<file path="src/rtl/serial_add_pkg.sv">
// Shared types and constants for the nibble-serial adder sequencer.
// Includes the state encoding, the slice width and the sizing of the nibble index.
package serial_add_pkg;

    localparam int NIBBLE_W = 4;

    typedef enum logic [1:0] {
        ST_IDLE = 2'd0,
        ST_RUN  = 2'd1,
        ST_DONE = 2'd2
    } state_t;

    // The nibble index is at least one bit wide, even when there is a single slice.
    function automatic int idx_width(input int nibbles);
        return (nibbles <= 1) ? 1 : $clog2(nibbles);
    endfunction

endpackage

</file>
<file path="src/rtl/fullAdder.sv">
// Existing 4-bit adder datapath slice: {cOut, sum} = a + b + cIn.
module fullAdder (
    input  logic [3:0] a,
    input  logic [3:0] b,
    input  logic       cIn,
    output logic [3:0] sum,
    output logic       cOut
);

    assign {cOut, sum} = {1'b0, a} + {1'b0, b} + {4'b0000, cIn};

endmodule

</file>
<file path="src/rtl/serial_add_ctrl.sv">
// Wide adder built from one 4-bit fullAdder. It adds one nibble per clock, starting with the LSB.
// Define SERIAL_ADD_SUB_EN to add the sub port, which selects a - b.
//
// state   | meaning
// ST_IDLE | waiting for start; operands are latched on an accepted start
// ST_RUN  | one nibble per clock; carry is chained through a register
// ST_DONE | one-cycle done pulse; sum/cOut hold the completed result
module serial_add_ctrl
    import serial_add_pkg::*;
#(
    parameter  int NIBBLES = 4,
    localparam int W       = NIBBLE_W * NIBBLES
) (
    input  logic         Clk_s,
    input  logic         Rst_s,
    input  logic         start,
    input  logic [W-1:0] a,
    input  logic [W-1:0] b,
    input  logic         cIn,
`ifdef SERIAL_ADD_SUB_EN
    input  logic         sub,
`endif
    output logic         busy,
    output logic         done,
    output logic [W-1:0] sum,
    output logic         cOut
);

    localparam int              IDX_W    = idx_width(NIBBLES);
    localparam logic [IDX_W-1:0] IDX_LAST = IDX_W'(NIBBLES - 1);

    state_t state, state_nxt;

    logic [NIBBLES-1:0][NIBBLE_W-1:0] op_a, op_b, acc, acc_nxt;
    logic                             carry;
    logic [IDX_W-1:0]                 idx;
    logic [NIBBLE_W-1:0]              nib_sum;
    logic                             nib_cout;
    logic                             last_nib;
    logic [W-1:0]                     b_cap;
    logic                             c_cap;

    fullAdder u_fa (
        .a    (op_a[idx]),
        .b    (op_b[idx]),
        .cIn  (carry),
        .sum  (nib_sum),
        .cOut (nib_cout)
    );

    assign last_nib = (idx == IDX_LAST);

`ifdef SERIAL_ADD_SUB_EN
    // Two's-complement subtract: invert B and force the initial carry to 1.
    assign b_cap = sub ? ~b : b;
    assign c_cap = sub ? 1'b1 : cIn;
`else
    assign b_cap = b;
    assign c_cap = cIn;
`endif

    always_ff @(posedge Clk_s or posedge Rst_s) begin
        if (Rst_s) state <= ST_IDLE;
        else       state <= state_nxt;
    end

    always_comb begin
        state_nxt = state;
        busy      = 1'b0;
        done      = 1'b0;
        case (state)
            ST_IDLE: if (start) state_nxt = ST_RUN;
            ST_RUN: begin
                busy = 1'b1;
                if (last_nib) state_nxt = ST_DONE;
            end
            ST_DONE: begin
                busy      = 1'b1;
                done      = 1'b1;
                state_nxt = ST_IDLE;
            end
            default: state_nxt = ST_IDLE;
        endcase
    end

    // The accumulator after this cycle's nibble. Publishing it as one word keeps sum free of partial results.
    always_comb begin
        acc_nxt      = acc;
        acc_nxt[idx] = nib_sum;
    end

    always_ff @(posedge Clk_s or posedge Rst_s) begin
        if (Rst_s) begin
            op_a  <= '0;
            op_b  <= '0;
            acc   <= '0;
            carry <= 1'b0;
            idx   <= '0;
            sum   <= '0;
            cOut  <= 1'b0;
        end else begin
            case (state)
                ST_IDLE: begin
                    if (start) begin
                        op_a  <= a;
                        op_b  <= b_cap;
                        carry <= c_cap;
                        idx   <= '0;
                    end
                end
                ST_RUN: begin
                    acc   <= acc_nxt;
                    carry <= nib_cout;
                    if (last_nib) begin
                        sum  <= acc_nxt;
                        cOut <= nib_cout;
                    end else begin
                        idx <= idx + IDX_W'(1);
                    end
                end
                default: ;
            endcase
        end
    end

endmodule

</file>
<file path="config.mk">
export PLATFORM = sky130hd
export DESIGN_NAME = serial_add_ctrl
export DESIGN_NICKNAME = d
export VERILOG_FILES = /design/src/rtl/serial_add_pkg.sv /design/src/rtl/fullAdder.sv /design/src/rtl/serial_add_ctrl.sv
export SDC_FILE = /design/constraint.sdc
export NUM_CORES = 1
export LEC_CHECK = 0
export ABC_AREA = 1
export BUFFER_PORTS_ARGS = -buffer_cell sky130_fd_sc_hd__buf_2
export CORE_AREA = 2 2 105 107
export DETAILED_ROUTE_END_ITERATION = 8
export DIE_AREA = 0 0 107 109
export PLACE_DENSITY_LB_ADDON = 0.08
export SYNTH_ARGS = -nofsm -noshare
export SYNTH_HDL_FRONTEND = slang
export SYNTH_SLANG_ARGS = --single-unit
</file>
<file path="constraint.sdc">
create_clock -name Clk_s -period 3.5 [get_ports Clk_s]
set_input_delay 0.875 -clock Clk_s [delete_from_list [all_inputs] [get_ports Clk_s]]
set_output_delay 0.875 -clock Clk_s [all_outputs]
set_load 0.005 [all_outputs]
</file>
==> metrics.md, run 1 <==
| Metric | Value |
|---|---|
| DRC violation count after routing | 0 |
| Count of input and output buffers | 54 |
| Synthesized area per cell | approximately 8.3 µm² |
| Logic pwr share | 42.4% |
| Commonest non-fill, non-tap cell in the layout | nand2_1 |
| Overall routing resource usage | between 10% and 20% |
| Cell chosen for the clock root | clkbuf_8 |
| Netlist area before placement | between 3000 and 4000 µm² |
| Overall power after layout | 3.68 mW |
| Cell count after synthesis | 374 |
| Setup tns final | 0 ns |
| Synthesized netlist net count | approximately 420 |
| Final setup violation count | 0 |
| Final worst path period need | between 2 and 3 ns |
| Number of buffers inserted by hold repair at cts | 0 |
| Total of max-cap violations | 0 |
| Detailed Route Iter0 Violations | just over 90 |
| CTS buffer count | 9 |
| Die Span X | ~110 µm |
| Final clock period utilization by the worst path | 82.9% |
| Worst path arrival time | about 3.1 ns |
| Switching power share of the total | 40.5% |
| Clock insertion delay at the later pin of the skew report | approximately 0.34 ns |
| Kind of path behind the tightest hold check | reg2reg |
| Crit path cell chain | inv_2 -> o21ai_0 -> o22ai_1 -> fa_1 -> fa_1 -> xnor2_1 -> nand2_1 -> o21ai_1 -> o21ai_1 |
| Final core utilization | a little over a third |
| Gr ovfl total | 0 |
| Clock Skew | ~0.012 ns |
| Slew headroom | 42.8% |
| Slowest library cell on the worst path | dfrtp_1 |
| Unrepaired setup endpoints after global routing | false |
| Sequential cell area fraction in the yosys report | between 50% and 60% |
| Starting density of the core | between 20 and 30% |
| Maximum number of pins on one net before global-route repair | 40 |
| Clock-pin slew on the worst setup and hold paths | 0.08 ns |
| Seq pwr share | between 30% and 40% |
| Synthesis warning total | 0 |
| Delay contributed by the slowest stage of the critical path | ~0.7 ns |
| Total wire length | around 7700 µm |
| Maximum fanout along the worst path | 20 |
| Flip-flop and latch count after synthesis | 66 |
| Row count | 38 |
| Maximum clock insertion buffer count | 2 |
| Crit path max-delay family | adder cells |
| Chip Height | ~110 µm |
| Wire length of the first global-routing pass | roughly 13000 µm |
| Final instance area | around 3700 µm² |
| Status | finished clean |
| Post-CTS resize count | 0 |
| Buffers plus inverters on the worst setup path | 1 |
| Reported net switching power | ~1.5 mW |
| Setup crit end kind | flop |
| Iteration count of the initial detailed-routing pass | 4 |
| Timing-limited maximum frequency | 345 MHz |
| Antenna cell count | 0 |
| Post-CTS Setup Repair Bufs | 0 |
| Overall via count from detail_route | 2517 |
| Clock group share of total power | around 22% |
| Maximum level of the CTS H-tree | 3 |
| Actual slew at the worst max-slew pin | 0.857 ns |
| Final Hold Fails | 0 |
| Layout cells sized above 1 | between 10% and 20% |
| Number of antenna violations at the first check in global routing | 0 |
| Final weighted congestion in routability-driven placement | around 0.75 |
| Final HPWL DP | around 5300 µm |
| Number of distinct library cell variants in the gate-level netlist after synthesis | 25 |
| Nets | roughly 480 |
| Kind of start point of the critical path | flop |
| Avg Vias per Cell | approximately 4.4 |
| Layout overhead on the synthesized area | 20.7% |
| Most frequent cells in the layout | nand2_1, dfrtp_1, buf_2, o21ai_0, nor2_1 |
| Top-Level Pins | 55 |
| Cell-internal power | approximately 2.2 mW |
| Overall die area | 11700 µm² |
| Required time reported for the critical path endpoint | roughly 3.7 ns |
| Total power density per cell area | 984 nW/µm² |
| Number of antenna-violating nets in the routed design | 0 |
| Clock tree from TritonCTS | built |
| Via count of the first global-routing pass | 2452 |
| Per-cell routed wire length | ~13 µm |
| Area post-placement | about 3500 µm² |
| Reported leakage power | 1.98 nW |
| Core Footprint | about 11000 µm² |
| IR Drop Worst-Case VDD | between 0.0003 and 0.0004 V |
| Clock tree sinks | between 60 and 70 |
| Class of the most critical setup path | reg2reg |
| Slew Viols, Final | 0 |
[area by class of cell]
| class | count | area [µm²] |
|---|---|---|
| sequential | 66 | 1650 |
| multi-input combinational | 274 | 1280 |
| inverter | 19 | 71.3 |
| tap | 140 | 175 |
| clock inverter | 4 | 97.6 |
| fill | 1152 | 6860 |
| timing repair buffer | 59 | 308 |
| clock buffer | 12 | 155 |
[logic make-up (layout without fill, tap and decap cells)]
| family | Yosys count | after routing | synth area share (%) |
|---|---|---|---|
| adder cells (fa/ha/maj) | 12 | 12 | 5.33 |
| flip-flops | 66 | 66 | 53.3 |
| XOR/XNOR | 1 | 1 | 0.283 |
| buffers and inverters | 34 | 94 | 5.33 |
| AO/OA/AOI/OAI | 57 | 57 | 9.81 |
| AND/OR/NAND/NOR | 204 | 204 | 25.9 |
[worst register-to-register path: stages, from the launching register on]
cell and delay, ns:
dfrtp_1 0.69, inv_2 0.27, o21ai_0 0.22, o22ai_1 0.11, fa_1 0.44, fa_1 0.42, xnor2_1 0.35, nand2_1 0.09
o21ai_1 0.12, o21ai_1 0.08
[sequential cells by signal, summed over array words and instances (netlist names)]
| signal | count |
|---|---|
| op_b | 16 |
| op_a | 16 |
| cOut | 1 |
| sum | 16 |
| carry | 1 |
| state | 2 |
| acc | 12 |
| idx | 2 |
[power groups by stage]
stage          Combinational (mW)  Sequential, mW  Clock, mW
2_1_floorplan                1.19            1.24          0
3_3_place_gp                 1.54            1.33          0
3_5_place_dp                 1.58            1.32          0
4_1_cts                      1.58            1.31      0.839
5_1_grt                      1.81            1.35      0.882
6_report                     1.56            1.31      0.814
[per-layer routing]
| layer | GRT usage [%] | share of wire, % |
|---|---|---|
| met1 | 18.7 | 49 |
| met3 | 3.65 | 3.9 |
| met5 | 0 | 0 |
| met4 | 4.73 | 1.4 |
| met2 | 23.3 | 46 |
[worst paths after layout]
check	depth (start not counted)	slack (ns)	from	endpoint
setup / recovery	9	0.60	idx[0]	acc[10]
hold / removal	2	0.48	acc[11]	acc[11]
setup reg to reg	9	0.60	idx[0]	acc[10]
hold reg to reg	2	0.48	acc[11]	acc[11]
max in group asynchronous	3	2.03	Rst_s	op_a[5]
min in group asynchronous	2	0.70	Rst_s	sum[10]
[through the flow]
stage          cells  setup WS (ns)  hold WS [ns]
4_1_cts          574          0.607         0.481
2_1_floorplan    374          0.970         0.441
6_report         574          0.599         0.476
3_5_place_dp     558          0.600         0.461
5_1_grt          574          0.306         0.504
3_3_place_gp     558          0.711         0.455
[synthesized netlist by cell type]
| master | n | area share (%) |
|---|---|---|
| buf_4 | 4 | 0.97 |
| fa_1 | 2 | 1.3 |
| buf_2 | 6 | 0.97 |
| a31oi_1 | 1 | 0.20 |
| nand3_1 | 16 | 2.6 |
| nor2_1 | 22 | 2.7 |
| o21ai_0 | 31 | 5.0 |
| dfrtp_1 | 66 | 53 |
| clkinv_1 | 1 | 0.12 |
| inv_2 | 3 | 0.36 |
| o21ai_1 | 11 | 1.8 |
| o22ai_1 | 8 | 1.6 |
| o21ai_2 | 2 | 0.57 |
| clkbuf_1 | 1 | 0.12 |
| a21oi_1 | 4 | 0.65 |
| nand2_1 | 159 | 19 |
| or2_1 | 1 | 0.20 |
| and2_1 | 1 | 0.20 |
| buf_6 | 2 | 0.73 |
| xnor2_1 | 1 | 0.28 |
| ha_1 | 10 | 4.0 |
| or2_2 | 3 | 0.61 |
| inv_1 | 15 | 1.8 |
| buf_1 | 2 | 0.24 |
| nand2_2 | 2 | 0.40 |
No activity file was read; power rests on OpenSTA's default activity.
==> inputs of run 2 (changes only) <==
ABC_AREA = 0   (was 1)
CORE_AREA = 2 2 106 108   (was 2 2 105 107)
DIE_AREA = 0 0 108 110   (was 0 0 107 109)
clock period = 3 ns   (was 3.5 ns; I/O delays follow)
==> run 2 against run 1 <==
  * Non-clock buffer count up 4
  * Power up 33%
  * Synthesized cell count fell by 32%
  * Die area is 1.9% higher
  * Cell area up 2.2%
  * Core utilization increased by 0.45 points
  * Highest routed layer unchanged
  * Clock power decreased by 2%
  * Sequential cell count unchanged
  * Setup slack worse by 0.31 ns
  * Fmax rose by 7.0%
  * Largest cell class unchanged
==> metrics.md, run 2 <==
| Metric | Value |
|---|---|
| Status | finished clean (unchanged) |
| Unrepaired setup endpoints after global routing | false (unchanged) |
| Area contributors post-synth | dfrtp_1, mux2_2, mux4_2 (was dfrtp_1, nand2_1, o21ai_0) |
| Kind of start point of the critical path | flop (unchanged) |
| Most area-hungry cell type in the Yosys netlist | dfrtp_1 (unchanged) |
| Timing-limited maximum frequency | 369 MHz (was 345 MHz) |
| Core Footprint | 10700 µm² (was 10600 µm²) |
| Flip-flop and latch count after synthesis | 66 (unchanged) |
| Sequential cell area fraction in the yosys report | 52.0% (was 53.3%) |
| Final setup violation count | 0 (unchanged) |
| Slew Viols, Final | 0 (unchanged) |
| Clock tree sinks | 66 (unchanged) |
| Cell count after synthesis | 256 (was 374) |
| Avg Vias per Cell | 4.60 (was 4.39) |
| Slowest library cell on the worst path | mux4_2 (was dfrtp_1) |
| Library cell with the highest instance count after synthesis | dfrtp_1 (was nand2_1) |
| Final core utilization | 35.7% (was 35.3%) |
| Total power density per cell area | 1280 nW/µm² (was 984 nW/µm²) |
| Starting density of the core | 29.7% (was 29.2%) |
| Maximum fanout along the worst path | 8 (was 20) |
| DRC violation count after routing | 0 (unchanged) |
| Netlist area before placement | 3170 µm² (was 3100 µm²) |
| Synthesis warning total | 0 (unchanged) |
| Antenna cell count | 0 (unchanged) |
| Maximum clock insertion buffer count | 2 (unchanged) |
| Reported leakage power | 1.77 nW (was 1.98 nW) |
| Commonest non-fill, non-tap cell in the layout | dfrtp_1 (was nand2_1) |
| Clock insertion delay at the later pin of the skew report | 0.35 ns (was 0.34 ns) |
| Iteration count of the initial detailed-routing pass | 5 (was 4) |
| Crit path cell chain | mux4_2 -> fa_1 -> fa_1 -> xnor2_1 -> buf_4 -> a211oi_1 -> a21o_1 (was inv_2 -> o21ai_0 -> o22ai_1 -> fa_1 -> fa_1 -> xnor2_1 -> nand2_1 -> o21ai_1 -> o21ai_1) |
| CTS buffer count | 9 (unchanged) |
| Row count | 38 (unchanged) |
| Critical register-to-register path startpoint | idx[1] (was idx[0]) |
| Delay contributed by the slowest stage of the critical path | 0.57 ns (was 0.69 ns) |
| Maximum number of pins on one net before global-route repair | 67 (was 40) |
| Depth of the most critical reg-to-reg path | 7 (was 9) |
| Registers with the most flip-flops | op_a (16), op_b (16), sum (16) (unchanged) |
| IR Drop Worst-Case VDD | 0.000431 V (was 0.000308 V) |
| Chip Height | 110 µm (was 109 µm) |
| Wire length of the first global-routing pass | 11500 µm (was 12800 µm) |
| Setup crit end | sum[10] (was acc[10]) |
| Required time reported for the critical path endpoint | 3.23 ns (was 3.73 ns) |
| Via count of the first global-routing pass | 2246 (was 2452) |
| Maximum level of the CTS H-tree | 3 (unchanged) |
| Total of max-cap violations | 0 (unchanged) |
| Final clock period utilization by the worst path | 90.4% (was 82.9%) |
| Post-CTS Setup Repair Bufs | 0 (unchanged) |
| Post-synth EDFFs | 0 (unchanged) |
| Post-CTS resize count | 0 (unchanged) |
| Final weighted congestion in routability-driven placement | 0.710 (was 0.746) |
| Slew headroom | 70.3% (was 42.8%) |
| Gr ovfl total | 0 (unchanged) |
| Synthesized area per cell | 12.4 µm² (was 8.28 µm²) |
| Clock Skew | 0.0112 ns (was 0.0122 ns) |
| Overall via count from detail_route | 2106 (was 2517) |
| CP most frequent cell | fa_1 |
| Final HPWL DP | 4890 µm (was 5330 µm) |
| Clock-pin slew on the worst setup and hold paths | 0.07 ns (was 0.08 ns) |
| Number of antenna violations at the first check in global routing | 0 (unchanged) |
| Number of antenna-violating nets in the routed design | 0 (unchanged) |
| Final worst path period need | 2.71 ns (was 2.90 ns) |
| Top flip-flop cell by instance count after synthesis | dfrtp_1 (unchanged) |
| Kind of path behind the tightest hold check | in2async (was reg2reg) |
| Worst path arrival time | 2.94 ns (was 3.13 ns) |
| Cell chosen for the clock root | clkbuf_8 (unchanged) |
| Flop-to-flop setup slack | 0.29 ns (was 0.60 ns) |
| Overall power after layout | 4.88 mW (was 3.68 mW) |
| Detailed Route Iter0 Violations | 71 (was 91) |
| Number of buffers inserted by hold repair at cts | 0 (unchanged) |
| Setup tns final | 0 ns (unchanged) |
| Top cell type's share of synthesized area | 52.0% (was 53.3%) |
| Setup crit end kind | flop (unchanged) |
| Count of input and output buffers | 54 (unchanged) |
| Final Hold Fails | 0 (unchanged) |
| Top-Level Pins | 55 (unchanged) |
| Overall routing resource usage | 12.9% (was 14.3%) |
| Overall die area | 11900 µm² (was 11700 µm²) |
| Synthesized netlist net count | 304 (was 422) |
| Clock tree from TritonCTS | built (unchanged) |
| Layout cells sized above 1 | 40.3% (was 19.6%) |
| Share of synthesized flip-flops with an asynchronous set or reset | 100% (unchanged) |
| Total wire length | 6980 µm (was 7660 µm) |
| Capture instance of the worst register-to-register path | sum[10] (was acc[10]) |
| Class of the most critical setup path | reg2reg (unchanged) |
| Per-cell routed wire length | 15.2 µm (was 13.3 µm) |
| Ranking of synthesized cells by instance count | dfrtp_1, mux2_2, nand2_1 (was nand2_1, dfrtp_1, o21ai_0) |
| Nets | 361 (was 477) |
| Most frequent cells in the layout | dfrtp_1, buf_2, mux2_2, nand2_1, o21ai_0 (was nand2_1, dfrtp_1, buf_2, o21ai_0, nor2_1) |
| Actual slew at the worst max-slew pin | 0.445 ns (was 0.857 ns) |
| Number of distinct library cell variants in the gate-level netlist after synthesis | 36 (was 25) |
| Layout overhead on the synthesized area | 20.4% (was 20.7%) |
| Crit path launch | idx[1] (was idx[0]) |
| Die Span X | 108 µm (was 107 µm) |
==> run 2: changes by cell type after synthesis, sizes merged, moves of 6 or more <==
cell   before  now
mux4        0    8
o22ai       8    0
nand3      16    5
inv        18    8
nor2       22    5
a21o        0    6
nand2     161   31
mux2        0   38
o21ai      44   12
mux2i       0    7
==> run 2: worst min path at each step <==
stage,from,endpoint,cells past startpoint
global route,sum[6],sum[6],1
detailed placement,acc[11],acc[11],2
global placement,sum[12],sum[12],2
CTS,Rst_s,op_a[11],3
finish,Rst_s,sum[8],3
floorplan,acc[11],acc[11],2
==> run 2: layout make-up <==
| cell class | instances | area [µm²] |
|---|---|---|
| fill | 1099 | 6880 |
| timing repair buffer | 63 | 350 |
| multi-input combinational | 165 | 1400 |
| tap | 140 | 175 |
| inverter | 8 | 30.0 |
| sequential | 66 | 1650 |
| clock buffer | 10 | 138 |
| clock inverter | 6 | 72.6 |
==> run 2: cell families (layout without fill, tap and decap cells) <==
kind of cell    Yosys count  after routing  share of synthesized area [%]
flops                    66             66                           52.0
simple gates             57             57                           8.79
mux                      53             53                           21.4
compound gates           42             42                           8.59
xor+xnor                  1              1                          0.276
buf+inv                  25             87                           3.74
fa+ha+maj                12             12                           5.20
==> run 2: metal layers <==
metal  vias up  track usage (%)  routed length, µm
met3         8             3.47                306
met2        51             21.2               3280
li1       1034                -                  -
met5         -                0                  0
met4         0             4.67                 93
met1      1013             16.4               3290
==> run 2: where the power goes <==
group          internal, mW  leakage [nW]  switching [mW]
clock                 0.417         0.104           0.379
sequential             1.33         0.800           0.232
combinational          1.18         0.866            1.35
total                  2.93          1.77            1.96
==> run 2: through the flow <==
| step | hold WS, ns | std cells | setup slack (ns) | area [µm²] |
|---|---|---|---|---|
| 6_report | 0.475 | 458 | 0.289 | 3820 |
| 5_1_grt | 0.488 | 458 | 0.147 | 3820 |
| 4_1_cts | 0.481 | 458 | 0.280 | 3820 |
| 3_5_place_dp | 0.463 | 442 | 0.292 | 3610 |
| 3_3_place_gp | 0.458 | 442 | 0.356 | 3610 |
| 2_1_floorplan | 0.441 | 256 | 0.243 | 3170 |
==> run 2: critical path, delay by kind of cell (launching register included) <==
kind                     cells  cell delay (ns)
adder cells (fa/ha/maj)      2             0.81
multiplexers                 1             0.57
flip-flops                   1             0.56
AO/OA/AOI/OAI                2             0.25
XOR/XNOR                     1             0.22
buffers and inverters        1             0.20
